`src/rtl/machine_control_gen.sv`:
```
// machine_control_gen: debounced motor/sensor supervisor with per-motor
// degrade, latched fault sources, ack/auto restart (MC_AUTO_RESTART_EN).
//
// Ports: CLK, RST (sync, active-high); MOT_ERR[N_MOT], FAIL_SENSn[N_SENS]
// (active-low), FAULT_ACK in; MOT_ENA[N_MOT], LED_GREEN, LED_RED,
// FAULT_SRC[N_MOT+N_SENS] (motors low, sensors high), STATE[2] out.
module machine_control_gen #(
  parameter int N_MOT       = 5,
  parameter int N_SENS      = 3,
  parameter int DEB_CYC     = 4,
  parameter int START_DLY   = 16,
  parameter int BLINK_HALF  = 25_000_000,
  parameter int RESTART_CYC = 1000
) (
  input  logic                    CLK,
  input  logic                    RST,
  input  logic [N_MOT-1:0]        MOT_ERR,
  input  logic [N_SENS-1:0]       FAIL_SENSn,
  input  logic                    FAULT_ACK,
  output logic [N_MOT-1:0]        MOT_ENA,
  output logic                    LED_GREEN,
  output logic                    LED_RED,
  output logic [N_MOT+N_SENS-1:0] FAULT_SRC,
  output logic [1:0]              STATE
);

  localparam int NCH = N_MOT + N_SENS;
  localparam int DW  = $clog2(DEB_CYC + 1);
  localparam int SW  = $clog2(START_DLY + 1);
  localparam int BW  = $clog2(BLINK_HALF + 1);

  localparam logic [DW-1:0] DEB_MAX  = DW'(DEB_CYC);
  localparam logic [SW-1:0] IDLE_MAX = SW'(START_DLY);
  localparam logic [BW-1:0] BLK_LAST = BW'(BLINK_HALF - 1);

  localparam logic [1:0] S_IDLE  = 2'd0;
  localparam logic [1:0] S_RUN   = 2'd1;
  localparam logic [1:0] S_DEG   = 2'd2;
  localparam logic [1:0] S_FAULT = 2'd3;

  logic [NCH-1:0]   raw_q;
  logic             ack_q;
  logic [DW-1:0]    deb_cnt [NCH];
  logic [DW-1:0]    deb_nxt [NCH];
  logic [NCH-1:0]   flg_q, flg_nxt, rise;
  logic [1:0]       st_q, st_nxt;
  logic [NCH-1:0]   src_q, src_nxt;
  logic [SW-1:0]    idle_cnt, idle_nxt;
  logic             in_vld;
  logic [BW-1:0]    blk_cnt, blk_cnt_nxt;
  logic             blk_q, blk_nxt;
  logic [N_MOT-1:0] ena_q, ena_nxt;
  logic             grn_q, grn_nxt;
  logic             red_q, red_nxt;
  logic             any_flg, mot_rise, sens_rise;
  logic             mot_all, exit_ok, rs_hit;

  // Debounce: counter saturates, flag drops on the first clean sample.
  always_comb begin
    for (int i = 0; i < NCH; i++) begin
      if (!raw_q[i])
        deb_nxt[i] = '0;
      else if (deb_cnt[i] == DEB_MAX)
        deb_nxt[i] = DEB_MAX;
      else
        deb_nxt[i] = deb_cnt[i] + 1'b1;
      flg_nxt[i] = (deb_nxt[i] == DEB_MAX);
    end
  end

  assign rise      = flg_nxt & ~flg_q;
  assign any_flg   = |flg_nxt;
  assign mot_rise  = |rise[N_MOT-1:0];
  assign sens_rise = |rise[NCH-1:N_MOT];

`ifdef MC_AUTO_RESTART_EN
  localparam int RW = $clog2(RESTART_CYC + 1);
  localparam logic [RW-1:0] RS_MAX = RW'(RESTART_CYC);

  logic [RW-1:0] rs_cnt, rs_nxt;

  always_comb begin
    rs_nxt = '0;
    if ((st_q == S_DEG || st_q == S_FAULT) && !any_flg)
      rs_nxt = (rs_cnt == RS_MAX) ? RS_MAX : rs_cnt + 1'b1;
  end

  assign rs_hit = (rs_nxt == RS_MAX);

  always_ff @(posedge CLK) begin
    if (RST)
      rs_cnt <= '0;
    else if (st_nxt == S_DEG || st_nxt == S_FAULT)
      rs_cnt <= rs_nxt;
    else
      rs_cnt <= '0;
  end
`else
  assign rs_hit = 1'b0;
`endif

  // A new debounced fault makes any_flg true, so it always beats an ack.
  assign exit_ok = (ack_q || rs_hit) && !any_flg;

  always_comb begin
    st_nxt  = st_q;
    src_nxt = src_q | rise;
    mot_all = &src_nxt[N_MOT-1:0];
    unique case (st_q)
      S_IDLE: begin
        if (|rise)
          st_nxt = S_FAULT;
        else if (idle_cnt == IDLE_MAX)
          st_nxt = S_RUN;
      end
      S_RUN: begin
        if (sens_rise)
          st_nxt = S_FAULT;
        else if (mot_rise)
          st_nxt = S_DEG;
      end
      S_DEG: begin
        if (sens_rise || mot_all)
          st_nxt = S_FAULT;
        else if (exit_ok)
          st_nxt = S_IDLE;
      end
      S_FAULT: begin
        if (exit_ok)
          st_nxt = S_IDLE;
      end
      default: st_nxt = S_IDLE;
    endcase
    if (st_nxt == S_IDLE && st_q != S_IDLE)
      src_nxt = '0;
  end

  // The first edge after reset only fills the input registers.
  always_comb begin
    idle_nxt = '0;
    if (st_q == S_IDLE && st_nxt == S_IDLE) begin
      if (in_vld && idle_cnt != IDLE_MAX)
        idle_nxt = idle_cnt + 1'b1;
      else
        idle_nxt = idle_cnt;
    end
  end

  always_comb begin
    blk_cnt_nxt = blk_cnt;
    blk_nxt     = blk_q;
    if (st_nxt == S_RUN || st_nxt == S_DEG) begin
      if (st_nxt != st_q) begin
        blk_cnt_nxt = '0;
        blk_nxt     = 1'b1;
      end else if (blk_cnt == BLK_LAST) begin
        blk_cnt_nxt = '0;
        blk_nxt     = ~blk_q;
      end else begin
        blk_cnt_nxt = blk_cnt + 1'b1;
      end
    end
  end

  always_comb begin
    ena_nxt = '0;
    if (st_nxt == S_RUN)
      ena_nxt = '1;
    else if (st_nxt == S_DEG)
      ena_nxt = ~src_nxt[N_MOT-1:0];
    grn_nxt = (st_nxt == S_RUN) && blk_nxt;
    red_nxt = ((st_nxt == S_DEG) && blk_nxt) ||
              (st_nxt == S_FAULT);
  end

  always_ff @(posedge CLK) begin
    if (RST) begin
      raw_q    <= '0;
      ack_q    <= 1'b0;
      flg_q    <= '0;
      st_q     <= S_IDLE;
      src_q    <= '0;
      idle_cnt <= '0;
      in_vld   <= 1'b0;
      blk_cnt  <= '0;
      blk_q    <= 1'b0;
      ena_q    <= '0;
      grn_q    <= 1'b0;
      red_q    <= 1'b0;
      for (int i = 0; i < NCH; i++)
        deb_cnt[i] <= '0;
    end else begin
      raw_q    <= {~FAIL_SENSn, MOT_ERR};
      ack_q    <= FAULT_ACK;
      flg_q    <= flg_nxt;
      st_q     <= st_nxt;
      src_q    <= src_nxt;
      idle_cnt <= idle_nxt;
      in_vld   <= 1'b1;
      blk_cnt  <= blk_cnt_nxt;
      blk_q    <= blk_nxt;
      ena_q    <= ena_nxt;
      grn_q    <= grn_nxt;
      red_q    <= red_nxt;
      for (int i = 0; i < NCH; i++)
        deb_cnt[i] <= deb_nxt[i];
    end
  end

  assign MOT_ENA   = ena_q;
  assign LED_GREEN = grn_q;
  assign LED_RED   = red_q;
  assign FAULT_SRC = src_q;
  assign STATE     = st_q;

endmodule
```
`config.mk`:
```
export PLATFORM = sky130hd
export DESIGN_NAME = machine_control_gen
export DESIGN_NICKNAME = d
export VERILOG_FILES = /design/src/rtl/machine_control_gen.sv
export SDC_FILE = /design/constraint.sdc
export NUM_CORES = 1
export LEC_CHECK = 0
export CORE_UTILIZATION = 32
export DETAILED_ROUTE_END_ITERATION = 16
export SYNTH_ARGS = -nofsm -noshare
export SYNTH_HDL_FRONTEND = slang
export SYNTH_SLANG_ARGS = --single-unit
```
`constraint.sdc`:
```
create_clock -name CLK -period 9.5 [get_ports CLK]
set_input_delay 1.425 -clock CLK [delete_from_list [all_inputs] [get_ports CLK]]
set_output_delay 1.425 -clock CLK [all_outputs]
set_load 0.01 [all_outputs]
```
Word-level counts from Yosys, hierarchy flattened
Memory sizes are Yosys's and may differ from the RTL's.
Index checks and enable logic that the tools add are counted.
{"block": "op_classes", "multipliers": 0, "shifts": 0, "n_eq_ne": 26, "mux": 42, "n_reduce_logical": 20, "n_lt_le_gt_ge": 0, "n_addsub": 10, "bitwise": 15, "div": 0}
{"op": "2-to-1 mux 3 bit", "count": 24}
{"op": "2-to-1 mux 25 bit", "count": 2}
{"op": "== test 3 bit, second input constant", "count": 16}
{"op": "adder 25 x 1 -> 25 bit, second input constant", "count": 1}
{"op": "== test 25 bit, second input constant", "count": 1}
{"op": "adder 3 x 1 -> 3 bit, second input constant", "count": 8}
{"op": "OR reduction 8 bit", "count": 2}
{"op": "2-to-1 mux 5 bit", "count": 3}
{"op": "2-to-1 mux 2 bit", "count": 6}
{"op": "AND 8 bit", "count": 1}
{"op": "== test 2 bit, second input constant", "count": 4}
{"op": "inverter 8 bit", "count": 1}
{"op": "bitwise OR 1 bit", "count": 8}
{"op": "bitwise OR 8 bit", "count": 1}
{"op": "one-hot mux 2 bit (4 select lines)", "count": 1}
{"op": "logical AND 1 bit", "count": 6}
{"op": "2-to-1 mux 1 bit", "count": 6}
{"op": "adder 5 x 1 -> 5 bit, second input constant", "count": 1}
{"op": "== test 5 bit, second input constant", "count": 1}
{"op": "inequality test 5 bit, second input constant", "count": 1}
{"op": "inverter 5 bit", "count": 1}
{"op": "AND reduction 5 bit", "count": 1}
{"op": "OR reduction 5 bit", "count": 1}
{"op": "== test 2 x 1 -> 1 bit, second input constant", "count": 2}
{"op": "9 further kinds", "count": 14}
{"block": "word_totals", "ram_bits": 24, "word_cells": 127, "latch_bits": 0, "mem_bits_ro": 0, "regBits": 66, "output_inout_bits": 17, "n_memories": 1}
{"memory": "deb_cnt", "depth": 8, "word_bits": 3, "read_ports": 8, "rd_ports_with_merged_regs": 0, "wr": 8, "line_no": "43", "text": "logic [DW-1:0] deb_cnt [NCH];"}

Depth between registers and ports, before layout
Gate-level depths: netlist of the first run.
An unclocked memory read counts as a cell.
{"block": "logic_depth", "depth_word": 17, "depth_mapped": 14, "depth_no_buf": 11}

Least setup slack after synthesis of the first run
Ideal clock, no wire load.
{"block": "synth_path", "path_kind": "reg2reg", "start": "memory deb_cnt[0][0] in the netlist's numbering", "end": "register blk_cnt[16]", "stages_incl_launch_ff": 13, "path_slack_ps": 6531, "t_arrival_ps": 2899, "setup_time_ps": 70, "path_cell_list": "dfxtp_1 -> inv_1 -> ha_1 -> and4b_4 -> a221oi_2 -> nor3_2 -> and3_4 -> a211oi_4 -> nor2_4 -> xor2_2 -> buf_6 -> or4_1 -> a21oi_1"}
{"element": "start: declaration", "line_no": "43"}
{"element": "end signal: assignment", "line_no": "200", "text": "blk_cnt <= blk_cnt_nxt;"}
{"element": "end: declaration", "line_no": "50", "text": "logic [BW-1:0] blk_cnt, blk_cnt_nxt;"}

==> impl_metrics.ini, run 1 <==
[clocking]
cts-htree-levels = 3
cts_tree = done
path_clk_slew_ns = 0.06
cts_resized = 0
post-cts-setup-buffers = 0
postCtsHoldBufs = 0
cts_buffers = 9
cts-root-buf = clkbuf_16
clock_sinks = 90
clk_latency_ns = 0.35
clk_path_buf_depth = 2

[timing]
slew_headroom_pct = 56.15
hold_viol_final = 0
fin_setup_tns_ns = 0
max_freq_mhz = 285.8
slew_violations = 0
setup_viol = 0
period_minus_slack_ns = 3.498
skew_ns = 0.005532
post-route-period-util_pct = 36.83
tightest_slew_ns = 0.6570
rsz0062_at_grt = false

[synth]
ys_ff_latch = 90
syn_area_sq_mm = 0.004297
synth_edf_count = 0
syn_avg_cell_area_sq_um = 8.715
synthFlopType = dfxtp_1
syn-num-nets = 523
yosys_warnings = 0
synthCells = 493
ys_types = 64
yosysSeqAreaShare_pct = 41.93
async_flop_share_pct = 0

[placement]
io_buffers = 27
hpwl_mm = 6.582
dp_cells = 677
gp_congestion = 0.7905

[worst_setup_path]
setup.worst_path.start = deb_cnt[1][9]$_SDFF_PP0_
rr_worst_depth = 11
r2r_slack_ns = 6.00
crit_arrival_ns = 3.71
reg2reg_from = deb_cnt[1][9]$_SDFF_PP0_
required_ns = 9.71
worstSetupPathType = register to register
critPathMaxFanout = 40
startpoint_type = register
worst_setup_path_end_kind = register
rr_endpoint = blk_cnt[6]$_SDFFE_PP0N_

[worst_hold_path]
holdPathEnd = deb_cnt[1][3]$_SDFF_PP0_
hold_depth = 1
min-delay-start = deb_cnt[1][3]$_SDFF_PP0_
hp-class = register to register

[drt]
vias = 3497
via_per_inst = 5.053
routed_wl_mm = 9.180
drt.antenna.violating_nets = 0
avgRoutedWirePerCell_microns = 13.27
first_pass_iters = 4
drc = 0
drt_iter0_drc = 152

[cells_and_area]
final_common_cell = dfxtp_1
fillers = 1288
synthToLayoutAreaGrowth_pct = 16.98
finalNonFillerCells = 692
regArea_sq_mm = 0.001802
final_layout_size_suffix_gt1_share_pct = 7.115
fin_util_pct = 39.03
final_cell_mix = dfxtp_1, nor2_1, inv_1
multi_input_area_sq_mm = 0.002241
fin_nets = 546
n_antenna_cell = 0

[grt]
antenna_found_initial = 0
grt_pass1_vias = 3463
grt_max_degree = 41
grt_pass1_wl_mm = 16.19
grt_overflow = 0
grt_usage_pct = 14.27

[run]
cap_violations = 0

[floorplanning]
start_util_pct = 33.37
dieArea_sq_mm = 0.01389
row_count = 41
io_pins = 28
fp.dieH_microns = 117.9
core_area_sq_mm = 0.01288
die_w_microns = 117.9

[outcome]
outcome = finished, final reports clean

[power_and_ir_drop]
max-vdd-ir-drop_mv = 0.09020
swShare_pct = 21.23
p_comb_share_pct = 3.8
cellPowerDensity_mw_per_mm2 = 158.1
power_frac_clock_pct = 47.3
p_leak_nw = 1.802
p_int_mw = 0.6261
seqPwrFrac_pct = 48.9
netSwitchingPower_mw = 0.1687
==> worst max path at each step <==
stage,to,depth (start not counted)
2_1_floorplan,blk_cnt[16]$_SDFFE_PP0N_,12
3_3_place_gp,blk_cnt[11]$_SDFFE_PP0N_,11
3_5_place_dp,blk_cnt[4]$_SDFFE_PP0N_,11
4_1_cts,blk_cnt[4]$_SDFFE_PP0N_,11
5_1_grt,blk_cnt[6]$_SDFFE_PP0N_,11
6_report,blk_cnt[6]$_SDFFE_PP0N_,11
==> cells in the mapped netlist (4+ instances only) <==
cell,n,area [sq um]
clkbuf_1,7,26.28
dfxtp_1,90,1802
and3_1,11,68.82
nor3_1,13,65.06
a211oi_1,6,45.04
nor2b_1,8,50.05
nor2_1,49,183.9
inv_1,46,172.7
nor3b_1,4,30.03
o32ai_1,8,70.07
ha_1,19,237.7
nand3_1,25,125.1
xor2_1,8,70.07
or2_2,4,25.02
or4_1,10,75.07
or3_1,7,43.79
nand2_1,32,120.1
buf_2,5,25.02
a31oi_1,6,37.54
nand4_1,7,43.79
nand2b_1,7,43.79
a21o_1,4,30.03
a21oi_1,35,175.2
o31ai_1,10,75.07
o21ai_0,9,45.04
==> cell families (layout without fill, tap and decap cells) <==
kind of cell,Yosys count,after routing,share of synthesized area [%]
compound gates,106,106,18.08
simple gates,201,201,25.45
buf+inv,63,90,5.912
xor+xnor,12,12,2.621
fa+ha+maj,19,19,5.533
flops,90,90,41.93
mux,2,2,0.4659
==> per-stage QoR <==
stage	total power, mW	area [sq um]	hold slack (ns)	setup slack [ns]
floorplan	0.4164	4297	0.4247	6.531
global placement	0.4262	4716	0.4416	6.046
detailed placement	0.4273	4716	0.4599	6.017
CTS	0.8051	5026	0.4700	5.980
global route	0.8225	5026	0.4918	5.684
finish	0.7948	5026	0.4637	6.002
==> worst max-delay path, cell delays in order, from the launching register on <==
cell and delay [ns]:
dfxtp_1 0.40, inv_1 0.06, ha_1 0.20, nand2b_1 0.18, o211a_1 0.27, nor4_2 0.48, nor3b_1 0.42, o31a_2 0.34
xor2_2 0.16, buf_4 0.35, nand2b_1 0.36, o32ai_1 0.13
==> sequential cells by signal, summed over array words and instances (netlist names) <==
register   cells
blk_cnt       25
deb_cnt       24
FAULT_SRC      8
flg_q          8
raw_q          8
MOT_ENA        5
idle_cnt       5
STATE          2
LED_GREEN      1
LED_RED        1
ack_q          1
blk_q          1
in_vld         1
==> routing by layer <==
layer | up-vias | GRT usage [%] | share of wire [%]
li1 | 1805 | - | -
met1 | 1630 | 18.31 | 48
met2 | 57 | 22.94 | 47
met3 | 5 | 4.506 | 4.7
met4 | 0 | 3.846 | 0.63
met5 | - | 0 | 0
==> layout make-up <==
| class | instances | share of cell area, % |
|---|---|---|
| clock buffer | 11 | 4.630 |
| tap | 172 | 4.282 |
| timing repair buffer | 29 | 5.676 |
| inverter | 46 | 3.435 |
| multi-input combinational | 340 | 44.59 |
| clock inverter | 4 | 1.543 |
| sequential | 90 | 35.85 |
==> power by group through the flow <==
stage               clock network [mW]  logic (mW)  registers [mW]
floorplan                            0      0.0211           0.395
global placement                     0      0.0298           0.396
detailed placement                   0      0.0306           0.397
CTS                              0.386      0.0308           0.388
global route                     0.399      0.0344           0.389
finish                           0.376      0.0303           0.388
No activity file was read; power rests on OpenSTA's default activity.
==> inputs of run 2 (changes only) <==
- clock period: 9.5 -> 3.25 ns (I/O delays scaled with it)
==> run 2 against run 1 <==
Compared with the run above:
- core utilization increased by 2.4 points
- fmax increased by 12%
- largest cell class unchanged
- sequential share of layout area decreased by 1.9 points
- hold slack got worse by 0.029 ns
- setup slack got worse by 5.9 ns
- first-iteration DRC count increased by 26%
- wire length increased by 9.9%
- highest routed layer unchanged
- sequential power increased to 2.9 times the previous value
==> impl_metrics.ini, run 2 (synthesized netlist as in run 1, its figures left out) <==
[outcome]
outcome = finished, final reports clean

[clocking]
path_clk_slew_ns = 0.06
cts_buffers = 9
cts_tree = done
postCtsHoldBufs = 0
cts-htree-levels = 3
clk_latency_ns = 0.34
clock_sinks = 90
cts-root-buf = clkbuf_16
clk_path_buf_depth = 2

[grt]
antenna_found_initial = 0
grt_overflow = 0
grt_pass1_wl_mm = 16.75
grt_pass1_vias = 3572
grt_usage_pct = 14.93
grt_max_degree = 41

[floorplanning]
start_util_pct = 33.37
dieArea_sq_mm = 0.01389
die_w_microns = 117.9
core_area_sq_mm = 0.01288
fp.dieH_microns = 117.9
io_pins = 28
row_count = 41

[drt]
drt.antenna.violating_nets = 0
vias = 3647
first_pass_iters = 5
drc = 0
drt_iter0_drc = 192
avgRoutedWirePerCell_microns = 14.17
routed_wl_mm = 10.09
via_per_inst = 5.122

[placement]
io_buffers = 27
post-place-ws_ns = -0.01745
gp_congestion = 0.8211
dp_cells = 689
hpwl_mm = 6.971

[cells_and_area]
n_antenna_cell = 0
fin_util_pct = 41.44
final_layout_size_suffix_gt1_share_pct = 13.52
largest_reg_flops = 25
largestRegisters = blk_cnt: 25 flops, deb_cnt: 24 flops
final_common_cell = dfxtp_1
regMostFlops = blk_cnt
synthToLayoutAreaGrowth_pct = 24.20
fin_nets = 565
finalNonFillerCells = 712
final_cell_mix = dfxtp_1, nor2_1, inv_1

[power_and_ir_drop]
seqPwrFrac_pct = 51.2
swShare_pct = 22.83
netSwitchingPower_mw = 0.5056
p_leak_nw = 1.920
p_total_mw = 2.215
p_int_mw = 1.709
p_comb_share_pct = 4.7
cellPowerDensity_mw_per_mm2 = 415.0
max-vdd-ir-drop_mv = 0.2218
power_frac_clock_pct = 44.0

[worst_setup_path]
path_cells = inv_1 -> ha_1 -> and4bb_1 -> a211oi_2 -> nor3_2 -> a31oi_2 -> a311o_1 -> o31a_2 -> xor2_4 -> buf_12 -> or4_4 -> a21oi_2
crit_path_max_incr_delay_ns = 0.51
crit_buf_inv = 2
worst_setup_path_end_kind = register
critPathMaxFanout = 10
crit_arrival_ns = 3.39
crit_slowest_cell = or4_4
required_ns = 3.52
worstSetupPathType = register to register
startpoint_type = register
path_delay_family = simple AND/OR/NAND/NOR gates

[timing]
slew_violations = 0
max_freq_mhz = 320.9
slew_headroom_pct = 62.84
period_minus_slack_ns = 3.116
hold_viol_final = 0
tightest_slew_ns = 0.5522
post-route-period-util_pct = 95.89
fin_setup_tns_ns = 0
setup_viol = 0
setup_ws_ns = 0.1337
skew_ns = 0.009308

[worst_hold_path]
hp-class = register to register

[run]
cap_violations = 0
-- run 2: cell count changes in the layout (fill, tap and decap cells not counted), sizes merged --
cell / previous run / this run
inv: 46 / 47
buf: 2 / 19
clkinvlp: 0 / 1
bufinv: 2 / 0
clkbuf: 11 / 13
clkinv: 2 / 3
-- run 2: power groups by stage --
stage | clock network, mW | logic, mW | registers (mW)
finish | 0.976 | 0.104 | 1.13
global route | 1.07 | 0.117 | 1.14
CTS | 1.01 | 0.0965 | 1.14
detailed placement | 0 | 0.0950 | 1.16
global placement | 0 | 0.0899 | 1.16
floorplan | 0 | 0.0616 | 1.16
-- run 2: cell type report --
type / instances / area [sq um]
timing repair buffer: 48 / 475.5
inverter: 46 / 172.7
tap: 172 / 215.2
clock buffer: 11 / 242.7
multi-input combinational: 340 / 2381
sequential: 90 / 1810
fill: 1272 / 7540
clock inverter: 5 / 38.79
-- run 2: layer usage --
| metal | vias up | GRT usage [%] | wire length, microns |
|---|---|---|---|
| li1 | 1838 | - | - |
| met1 | 1760 | 17.37 | 4651 |
| met2 | 47 | 26.14 | 5109 |
| met3 | 2 | 4.457 | 296 |
| met4 | 0 | 4.567 | 31 |
| met5 | - | 0 | 0 |
-- run 2: worst paths after layout --
check                           cells past startpoint  slack (ns)                  endpoint                      from
worst max-delay path                               12        0.13  blk_cnt[24]$_SDFFE_PP0N_  deb_cnt[0][6]$_SDFF_PP0_
worst min-delay path                                1        0.44  deb_cnt[0][0]$_SDFF_PP0_  deb_cnt[0][0]$_SDFF_PP0_
worst max register to register                     12        0.13  blk_cnt[24]$_SDFFE_PP0N_  deb_cnt[0][6]$_SDFF_PP0_
worst min register to register                      1        0.44  deb_cnt[0][0]$_SDFF_PP0_  deb_cnt[0][0]$_SDFF_PP0_
-- run 2: timing repair --
action	CTS	global route
gates cloned	0	2
resized for setup	2	21
hold endpoints to repair	0	0
setup endpoints to repair	6	25
setup buffers	1	4
pin swaps	1	5
-- run 2: metrics by stage --
step                      area [sq um]  hold WS (ns)
after CTS                         5116        0.4795
after global placement            4818        0.4468
after global routing              5336        0.4436
final                             5336        0.4350
after detailed placement          4818        0.4646
after floorplan                   4297        0.4247
